==> src/rtl/vga_timing_pkg.sv <==
// Shared VGA timing constants (640x480 @ 60 Hz defaults) and counter type,
// reused by the controller and by downstream pixel generators.
package vga_timing_pkg;

    localparam int unsigned CNT_W     = 10;
    localparam int unsigned MAX_TOTAL = 1 << CNT_W;

    localparam int unsigned H_VISIBLE_DEF = 640;
    localparam int unsigned H_FRONT_DEF   = 16;
    localparam int unsigned H_SYNC_DEF    = 96;
    localparam int unsigned H_BACK_DEF    = 48;
    localparam int unsigned V_VISIBLE_DEF = 480;
    localparam int unsigned V_FRONT_DEF   = 10;
    localparam int unsigned V_SYNC_DEF    = 2;
    localparam int unsigned V_BACK_DEF    = 33;

    localparam int unsigned H_TOTAL_DEF =
        H_VISIBLE_DEF + H_FRONT_DEF + H_SYNC_DEF + H_BACK_DEF;
    localparam int unsigned V_TOTAL_DEF =
        V_VISIBLE_DEF + V_FRONT_DEF + V_SYNC_DEF + V_BACK_DEF;

    typedef logic [CNT_W-1:0] cnt_t;

endpackage

==> src/rtl/vga_controller.sv <==
// VGA raster timing generator: horizontal/vertical counters with registered
// sync, blanking and end-of-frame decodes aligned to pixel_x/pixel_y.
module vga_controller
    import vga_timing_pkg::*;
#(
    parameter int unsigned H_VISIBLE = H_VISIBLE_DEF,
    parameter int unsigned H_FRONT   = H_FRONT_DEF,
    parameter int unsigned H_SYNC    = H_SYNC_DEF,
    parameter int unsigned H_BACK    = H_BACK_DEF,
    parameter int unsigned V_VISIBLE = V_VISIBLE_DEF,
    parameter int unsigned V_FRONT   = V_FRONT_DEF,
    parameter int unsigned V_SYNC    = V_SYNC_DEF,
    parameter int unsigned V_BACK    = V_BACK_DEF
) (
    input  logic             pixel_clk,
    input  logic             reset,
    output logic             h_sync,
    output logic             v_sync,
    output logic             video_on,
    output logic [CNT_W-1:0] pixel_x,
    output logic [CNT_W-1:0] pixel_y,
    output logic             frame_over
);

    localparam int unsigned H_TOTAL = H_VISIBLE + H_FRONT + H_SYNC + H_BACK;
    localparam int unsigned V_TOTAL = V_VISIBLE + V_FRONT + V_SYNC + V_BACK;

    generate
        if (H_TOTAL > MAX_TOTAL || V_TOTAL > MAX_TOTAL) begin : g_total_check
            $error("vga_controller: H_TOTAL/V_TOTAL exceed 10-bit counter range");
        end
    endgenerate

    localparam cnt_t        H_LAST       = cnt_t'(H_TOTAL - 1);
    localparam cnt_t        V_LAST       = cnt_t'(V_TOTAL - 1);
    localparam int unsigned H_SYNC_START = H_VISIBLE + H_FRONT;
    localparam int unsigned H_SYNC_END   = H_VISIBLE + H_FRONT + H_SYNC;
    localparam int unsigned V_SYNC_START = V_VISIBLE + V_FRONT;
    localparam int unsigned V_SYNC_END   = V_VISIBLE + V_FRONT + V_SYNC;

    cnt_t h_cnt_q, h_cnt_d;
    cnt_t v_cnt_q, v_cnt_d;
    logic h_sync_q, h_sync_d;
    logic v_sync_q, v_sync_d;
    logic video_on_q, video_on_d;
    logic frame_over_q, frame_over_d;

    // Decodes look at the next count so each flag lands in the same cycle
    // as the count it describes.
    always_comb begin
        h_cnt_d = (h_cnt_q == H_LAST) ? '0 : h_cnt_q + cnt_t'(1);
        v_cnt_d = v_cnt_q;
        if (h_cnt_q == H_LAST) begin
            v_cnt_d = (v_cnt_q == V_LAST) ? '0 : v_cnt_q + cnt_t'(1);
        end

        h_sync_d     = !((32'(h_cnt_d) >= H_SYNC_START) && (32'(h_cnt_d) < H_SYNC_END));
        v_sync_d     = !((32'(v_cnt_d) >= V_SYNC_START) && (32'(v_cnt_d) < V_SYNC_END));
        video_on_d   = (32'(h_cnt_d) < H_VISIBLE) && (32'(v_cnt_d) < V_VISIBLE);
        frame_over_d = (h_cnt_d == H_LAST) && (v_cnt_d == V_LAST);
    end

    always_ff @(posedge pixel_clk or posedge reset) begin
        if (reset) begin
            h_cnt_q      <= '0;
            v_cnt_q      <= '0;
            h_sync_q     <= 1'b1;
            v_sync_q     <= 1'b1;
            video_on_q   <= 1'b0;
            frame_over_q <= 1'b0;
        end else begin
            h_cnt_q      <= h_cnt_d;
            v_cnt_q      <= v_cnt_d;
            h_sync_q     <= h_sync_d;
            v_sync_q     <= v_sync_d;
            video_on_q   <= video_on_d;
            frame_over_q <= frame_over_d;
        end
    end

    assign pixel_x    = h_cnt_q;
    assign pixel_y    = v_cnt_q;
    assign h_sync     = h_sync_q;
    assign v_sync     = v_sync_q;
    assign video_on   = video_on_q;
    assign frame_over = frame_over_q;

endmodule

==> config.mk <==
export PLATFORM = sky130hd
export DESIGN_NAME = vga_controller
export DESIGN_NICKNAME = d
export VERILOG_FILES = /design/src/rtl/vga_timing_pkg.sv /design/src/rtl/vga_controller.sv
export SDC_FILE = /design/constraint.sdc
export NUM_CORES = 1
export LEC_CHECK = 0
export ABC_AREA = 1
export BUFFER_PORTS_ARGS = -buffer_cell sky130_fd_sc_hd__buf_4
export CAP_MARGIN = 20
export CORE_ASPECT_RATIO = 2
export CORE_MARGIN = 1
export CORE_UTILIZATION = 25
export CTS_CLUSTER_DIAMETER = 100
export DETAILED_ROUTE_END_ITERATION = 10
export PLACE_DENSITY = 0.53
export SLEW_MARGIN = 10
export SYNTH_ARGS = -nofsm -noshare
export SYNTH_HDL_FRONTEND = slang
export SYNTH_SLANG_ARGS = --single-unit
==> constraint.sdc <==
create_clock -name pixel_clk -period 1.6 [get_ports pixel_clk]
set_clock_uncertainty 0.15 [all_clocks]
set_input_delay 0.08 -clock pixel_clk [delete_from_list [all_inputs] [get_ports pixel_clk]]
set_output_delay 0.08 -clock pixel_clk [all_outputs]
set_load 0.01 [all_outputs]
# Word level (Yosys, flattened, before mapping)
# Index checks and enable logic that the tools add are counted.
# Widths: inputs -> output; s select.
# classes
n_addsub	2
magnitude_cmp	6
n_eq_ne	4
muxes	3
reduce_logical	6
# op_table
operator	count
$eq 10x10->1 const B	4
$mux 10	3
$add 10x1->10 const B	2
$lt 10x10->1 const B	2
$lt 10x9->1 const B	2
$ge 10x10->1 const B	1
$ge 10x9->1 const B	1
$logic_and 1x1->1	4
$logic_not 1->1	2
# totals
reg_bits	24
out_inout_bits	24

# Logic depth before layout (Yosys ltp)
# Gate-level depths: netlist of run 1.
# depth
word_depth	6
ltp_mapped	13

# Worst setup path before layout of run 1
# OpenSTA, ideal clock, no wires.
# synth_timing
kind	register to register
start	reg h_cnt_q[0] (netlist: pixel_x[0])
end	reg video_on_q (netlist: video_on)
setup_ps	117
arrival_ps	1626
t_required_ps	1333
setup_slack_ps	-293
path_stages_with_launch	12
path_buffers	1
period_less_slack_ps	1893
path_cell_list	dfrtp_1 -> ha_1 -> nand2_2 -> nor2_4 -> nand3_4 -> buf_6 -> nor2_2 -> nand3_2 -> nand2_1 -> nand3_1 -> o21ai_1 -> inv_1
# synth_via
elab_chain_len	4
elab_cells_between_ends	7
cone_classes	add/sub (1); order compare (2); eq/ne (1); mux (2); reduce/logical (1)
# synth_lines
item	line	rtl
start: declaration	vga_controller.sv:41	cnt_t h_cnt_q, h_cnt_d;
start signal: assignment	vga_controller.sv:72	h_cnt_q <= h_cnt_d;
$add 10x1->10 / $eq 10x10->1 (equally long branches)	vga_controller.sv:51, vga_controller.sv:53	
$mux 10 (on tied branches)	vga_controller.sv:51, vga_controller.sv:53	
$lt 10x10->1 / $lt 10x9->1 (equally long branches)	vga_controller.sv:59	video_on_d = (32'(h_cnt_d) < H_VISIBLE) && (32'(v_cnt_d) < V_VISIBLE);
$logic_and 1x1->1 (*)	vga_controller.sv:59	
named net video_on_d	vga_controller.sv:45	logic video_on_q, video_on_d;
end signal: assignment	vga_controller.sv:76	video_on_q <= video_on_d;
end: declaration	vga_controller.sv:45	
# The timed path passes the listed nets; every way through them passes the cells marked *.

# Worst setup path after layout of run 1
# layout_timing
start	reg h_cnt_q[1] (netlist: pixel_x[1])
end	reg frame_over_q (netlist: frame_over)
# layout_via
elab_chain_len	4
elab_cells_between_ends	7
cone_classes	add/sub (1); eq/ne (3); mux (2); reduce/logical (1)
# layout_lines
item	line	rtl
$eq 10x10->1	vga_controller.sv:53	if (h_cnt_q == H_LAST) begin
$mux 10	vga_controller.sv:53	
named net v_cnt_d[1]	vga_controller.sv:42	cnt_t v_cnt_q, v_cnt_d;
$eq 10x10->1	vga_controller.sv:60	frame_over_d = (h_cnt_d == H_LAST) && (v_cnt_d == V_LAST);
$logic_and 1x1->1	vga_controller.sv:60	
named net frame_over_d	vga_controller.sv:46	logic frame_over_q, frame_over_d;
end signal: assignment	vga_controller.sv:77	frame_over_q <= frame_over_d;
end: declaration	vga_controller.sv:46	
# The timed path passes the listed nets, and every way through them passes these cells.

==> metrics.cfg, run 1 <==
[placed_design]
gp_congestion=0.7898
port_buffers=25
place_area_um2=2155
pre_cts_ws_ns=-0.4154
dp_hpwl_um=3590

[logic_synthesis]
ys_ff_latch=24
synth-compound-area-share_pct=7.022
ys_types=28
ys.flop_type=dfrtp_1
synth.largest_area_cell=dfrtp_1
async_flop_share_pct=100.0
synthAdderAreaFrac_pct=3.384
synth_xor_area_share_pct=0.5922
synth_mux_area_share_pct=0
yosysTopAreaCellShare_pct=37.23
synth_cells=193
avgSynthCellArea_um2=7.663
ys_warn_count=0
synth_top_family_by_area=simple AND/OR/NAND/NOR gates
synthesis.area_um2=1479
synth_edf_count=0
synthSimpleGateAreaFrac_pct=37.82
yosys-top-cells-area=dfrtp_1 37%, nand2_1 11%, inv_1 9.6%
synth_common_cells=45 x nand2_1, 38 x inv_1, 22 x dfrtp_1
syn_nets=199
seq_area_frac_synth_pct=40.78
synth.most_common_cell=nand2_1

[final_layout]
area_growth_pct=78.26
final_nets=302
final_util_pct=46.18
drive_gt1_share_pct=56.27
finalInstanceArea_um2=2636
n_antenna_cell=0

[power_and_ir_drop]
power.switching_uw=223.9
intPower_mw=1.109
peakVddDrop_v=0.0005582
power_frac_seq_pct=45.5
p_comb_share_pct=1.3
switching_share_pct=16.79
power.share.clock_pct=53.1
p_leak_nw=1.310
power.density_nw_per_um2=505.7

[floorplanning]
initial_core_util_pct=25.90
core_region_area_um2=5709
fp.dieW_um=56.39
row_count=39
dieArea_um2=6246
pin_count=26
die_y_um=110.8

[clock_tree]
root_buffer=clkbuf_16
htreeDepth=1
clkSlewWorstSetupHoldPaths_ns=0.06
cts_buffers=3
cts_tree=done
clock_sinks=24
insertion_delay_ns=0.26
cts_buffer_depth=2

[timing]
slew_viol_final=0
finalHoldWorstSlack_ns=0.2734
hold_violations=0
max_freq_mhz=510.1
fin_setup_tns_ns=-2.941
worstMarginPinSlew_ns=0.3198
rsz0062_at_grt=true
finalWorstSetupSlack_ns=-0.3603
slew_headroom_pct=78.68
finalCritPeriodShare_pct=122.5
post-route-min-period_ns=1.960
setup_viol=17

[worst_setup_path]
crit_path_end_kind=register
startpoint_type=register
crit_fanout=5
critPathKind=register to register
cp.required_ns=1.64
arrival_ns=2.00

[drt]
drc=0
drt-initial-drc-count=22
drt_pre_antenna_iters=4
ant_nets=0
wirelength_um=4770
vias_per_cell=4.584
wl_per_cell_um=13.40
vias=1632

[global_route]
grt_pass1_wl_um=7755
grt.busiest_layer=met2
grtUsageMet2_pct=34.21
grt_max_degree=25
first_global_vias=1700
groute.usage.overall_pct=16.29
grt_overflow=0
grt_use_met1_pct=13.52
met3_usage_pct=1.750
antenna_found_initial=0

[flow_run]
cap_viol_max_count=0

[outcome]
status=finished, violations left
violations=negative setup slack

[min_path]
hold_path.class=primary input to asynchronous set/reset pin

-- layer usage --
metal,vias up,wire length (um)
li1,811,-
met1,784,1530
met2,25,2956
met3,12,89
met4,0,193
met5,-,0
-- kinds of logic (layout without fill, tap and decap cells) --
kind of cell             count (synthesis)  after routing
buffers and inverters                   39            140
XOR/XNOR                                 1              1
flip-flops                              24             24
AND/OR/NAND/NOR                        110            111
adder cells (fa/ha/maj)                  4              4
AO/OA/AOI/OAI                           15             15
-- repair_timing --
item,4_1_cts,5_1_grt
gates resized for setup,41,21
hold endpoints to repair,22,0
hold buffers,1,0
cloned,1,0
setup endpoints to repair,18,22
pin swaps,11,14
buffers inserted,11,7
-- state kept, by name, summed over array words and instances (netlist names) --
register / cells
video_on: 1
pixel_y: 10
pixel_x: 10
v_sync: 1
h_sync: 1
frame_over: 1
-- worst max-delay path, stage by stage, from the launching register on --
cell	delay, ns
dfrtp_1	0.36
ha_2	0.19
nand2_2	0.08
nor2_4	0.14
buf_12	0.13
nand3_4	0.14
buf_4	0.19
nand2_4	0.05
nand2_2	0.07
nor2_2	0.09
nand2_1	0.06
nor2_1	0.10
nand3_1	0.07
nor2_1	0.09
-- worst paths after layout --
| path | start | end | slack [ns] | cells after the start |
|---|---|---|---|---|
| setup / recovery | pixel_x[1] | frame_over | -0.36 | 13 |
| hold / removal | reset | pixel_x[7] | 0.27 | 4 |
| setup reg to reg | pixel_x[1] | frame_over | -0.36 | 13 |
| hold reg to reg | pixel_x[1] | pixel_x[1] | 0.53 | 3 |
| max in group asynchronous | reset | v_sync | 0.74 | 4 |
| min in group pixel_clk | pixel_x[1] | pixel_x[1] | 0.53 | 3 |
-- placed cells by master (no fill, tap or decap), drive strengths merged, types with 3 or more instances in the layout --
cell type / Yosys / final
nor3: 3 / 3
ha: 4 / 4
nand4: 8 / 8
a21oi: 3 / 3
nand2: 53 / 53
inv: 38 / 38
clkbuf: 0 / 3
o21ai: 8 / 8
buf: 1 / 97
dfrtp: 22 / 22
o21bai: 3 / 3
nand3: 19 / 20
nor2: 25 / 25
-- metrics by stage --
step           total power, mW  instances
6_report                 1.333        356
3_5_place_dp            0.6348        334
3_3_place_gp            0.6347        334
2_1_floorplan           0.6271        193
5_1_grt                  1.374        356
4_1_cts                  1.352        350
-- cell type report --
cell class,count,area [um^2]
multi-input cells,131,894.6
inverters,38,142.6
fillers,540,3073
flip-flops and latches,24,605.6
repair buffers,98,812.0
clock inverters,1,30.03
well taps,61,76.32
clock buffers,3,75.07
-- power by group through the flow --
stage	combinational, mW	clock (mW)	sequential (mW)
floorplan	0.00898	0	0.618
global placement	0.0166	0	0.618
detailed placement	0.0168	0	0.618
CTS	0.0187	0.727	0.607
global route	0.0206	0.747	0.606
finish	0.0176	0.708	0.607
Note: power is estimated with default switching activity, not from simulation.
==> run 2: changes to the inputs <==
Settings changed: BUFFER_PORTS_ARGS -buffer_cell sky130_fd_sc_hd__buf_4 to -buffer_cell sky130_fd_sc_hd__buf_2, CAP_MARGIN 20 to 10, PLACE_DENSITY 0.53 to 0.52.
Clock period 1.6 ns to 2.4 ns, I/O delays scaled along.
==> metrics.cfg, run 2 (synthesis results as in run 1) <==
[placed_design]
port_buffers=25  ; unchanged
dp_hpwl_um=2977  ; -17%
placed_cells=280  ; -16%
place_area_um2=1684  ; -22%
gp_congestion=0.8063  ; +2.1%

[power_and_ir_drop]
peakVddDrop_v=0.0003255  ; -42%
power_uw=900.7  ; -32%
switching_share_pct=17.92  ; +1.1 points
p_comb_share_pct=1.2  ; about the same
intPower_uw=739.3  ; -33%
p_leak_nw=0.9169  ; -30%
power.switching_uw=161.4  ; -28%
power.density_nw_per_um2=488.0  ; -3.5%
power.share.clock_pct=53.9  ; +0.8 points
power_frac_seq_pct=44.9  ; -0.6 points

[worst_setup_path]
cp.buffers_inverters=0  ; -2
cp.required_ns=2.45  ; +0.81 ns
path_cells=ha_1, nand2_2, nor2_4, nand3_4, nor2_2, nand2_1, nand2_2, nand3_1, nor2_1, nand3_1, nor2_1
crit_slowest_cell=dfrtp_1
critPathTopFamily=simple AND/OR/NAND/NOR gates
slowest_delay_ns=0.42  ; +0.06 ns
arrival_ns=2.24  ; +0.24 ns
critPathKind=register to register
crit_fanout=12  ; +7
crit_path_end_kind=register
startpoint_type=register

[flow_run]
cap_viol_max_count=0  ; unchanged

[clock_tree]
htreeDepth=1  ; unchanged
cts_buffer_depth=2  ; unchanged
cts_tree=done
cts_buffers=3  ; unchanged
root_buffer=clkbuf_16
insertion_delay_ns=0.26  ; about the same
clock_sinks=24  ; unchanged
clkSlewWorstSetupHoldPaths_ns=0.06  ; about the same

[timing]
setup_viol=0  ; -17
worstMarginPinSlew_ns=0.9253  ; +0.6055 ns
post-route-min-period_ns=2.193  ; +0.2329 ns
max_freq_mhz=456.0  ; -11%
rsz0062_at_grt=false
hold_violations=0  ; unchanged
fin_setup_tns_ns=0  ; +2.941 ns
slew_headroom_pct=38.24  ; -40 points
slew_viol_final=0  ; unchanged
finalCritPeriodShare_pct=91.38  ; -31 points

[drt]
drc=0  ; unchanged
vias_per_cell=4.488  ; -2.1%
vias=1306  ; -20%
drt-initial-drc-count=20  ; -9.1%
wirelength_um=3768  ; -21%
drt_pre_antenna_iters=4  ; unchanged
ant_nets=0  ; unchanged
wl_per_cell_um=12.95  ; -3.4%

[final_layout]
fillers=606  ; +12%
drive_gt1_share_pct=28.26  ; -28 points
final_nets=237  ; -22%
final_common_cell=nand2_1
n_antenna_cell=0  ; unchanged
area_growth_pct=24.79
mostFrequentLayoutCells=45 x nand2_1, 38 x inv_1, 25 x buf_2
fin_cells=291  ; -18%
finalInstanceArea_um2=1846  ; -30%

[global_route]
grt_pass1_wl_um=6403  ; -17%
grt_max_degree=25  ; unchanged
first_global_vias=1375  ; -19%
antenna_found_initial=0  ; unchanged
grt_overflow=0  ; unchanged
groute.usage.overall_pct=13.02  ; -3.3 points

[floorplanning]
dieArea_um2=6246  ; unchanged
fp.dieW_um=56.39  ; unchanged
initial_core_util_pct=25.90  ; unchanged
die_y_um=110.8  ; unchanged
core_region_area_um2=5709  ; unchanged
row_count=39  ; unchanged
pin_count=26  ; unchanged

[min_path]
hold_path.class=primary input to asynchronous set/reset pin

[outcome]
status=complete, no violations

## run 2: per-stage QoR
stage	hold WS [ns]	setup WS [ns]	utilization, %
final	0.4521	0.2068	32.33
after global routing	0.5091	0.01236	32.33
after CTS	0.4786	0.07667	31.51
after detailed placement	0.2318	0.09271	29.50
after global placement	0.2267	0.08831	29.50
after floorplan	-0.01686	0.5073	-
## run 2: layer usage
layer | global-route usage, % | wire length (um)
met1 | 12.75 | 1359
met2 | 26.35 | 2265
met3 | 1.517 | 79
met5 | 0 | 0
met4 | 4.715 | 63
## run 2: path summary, 6_finish.rpt
| path | start | slack [ns] | cells after the start | endpoint |
|---|---|---|---|---|
| min | reset | 0.45 | 3 | pixel_y[7] |
| min reg2reg | pixel_x[0] | 0.45 | 3 | pixel_x[0] |
| max reg2reg | pixel_x[1] | 0.21 | 11 | frame_over |
| max in group asynchronous | reset | 1.00 | 4 | v_sync |
| max | pixel_x[1] | 0.21 | 11 | frame_over |
| min in group pixel_clk | pixel_x[0] | 0.45 | 3 | pixel_x[0] |
## run 2: final cells by class
type                    count  area, um^2  share of cell area, %
inverters                  38       142.6                  7.729
multi-input cells         130       721.9                  39.12
clock inverters             1       30.03                  1.627
repair buffers             34       195.2                  10.58
flip-flops and latches     24       604.3                  32.75
well taps                  61       76.32                  4.136
clock buffers               3       75.07                  4.068
## run 2: power groups by stage
stage / Combinational (mW) / Sequential [mW] / Clock, mW
after floorplan: 0.00599 / 0.412 / 0
after global placement: 0.0107 / 0.412 / 0
after detailed placement: 0.0108 / 0.412 / 0
after CTS: 0.0120 / 0.404 / 0.492
after global routing: 0.0134 / 0.404 / 0.509
final: 0.0110 / 0.405 / 0.485
## run 2: worst reg2reg max path: stages, from the launching register on
cell	delay (ns)
dfrtp_1	0.42
ha_1	0.20
nand2_2	0.09
nor2_4	0.21
nand3_4	0.21
nor2_2	0.18
nand2_1	0.08
nand2_2	0.13
nand3_1	0.09
nor2_1	0.18
nand3_1	0.10
nor2_1	0.09
## run 2: what timing repair did
item | 4_1_cts | 5_1_grt
hold buffers | 1 | 0
setup endpoints to repair | 0 | 1
resized for setup | 0 | 1
hold endpoints to repair | 22 | 0
setup buffers | 0 | 6
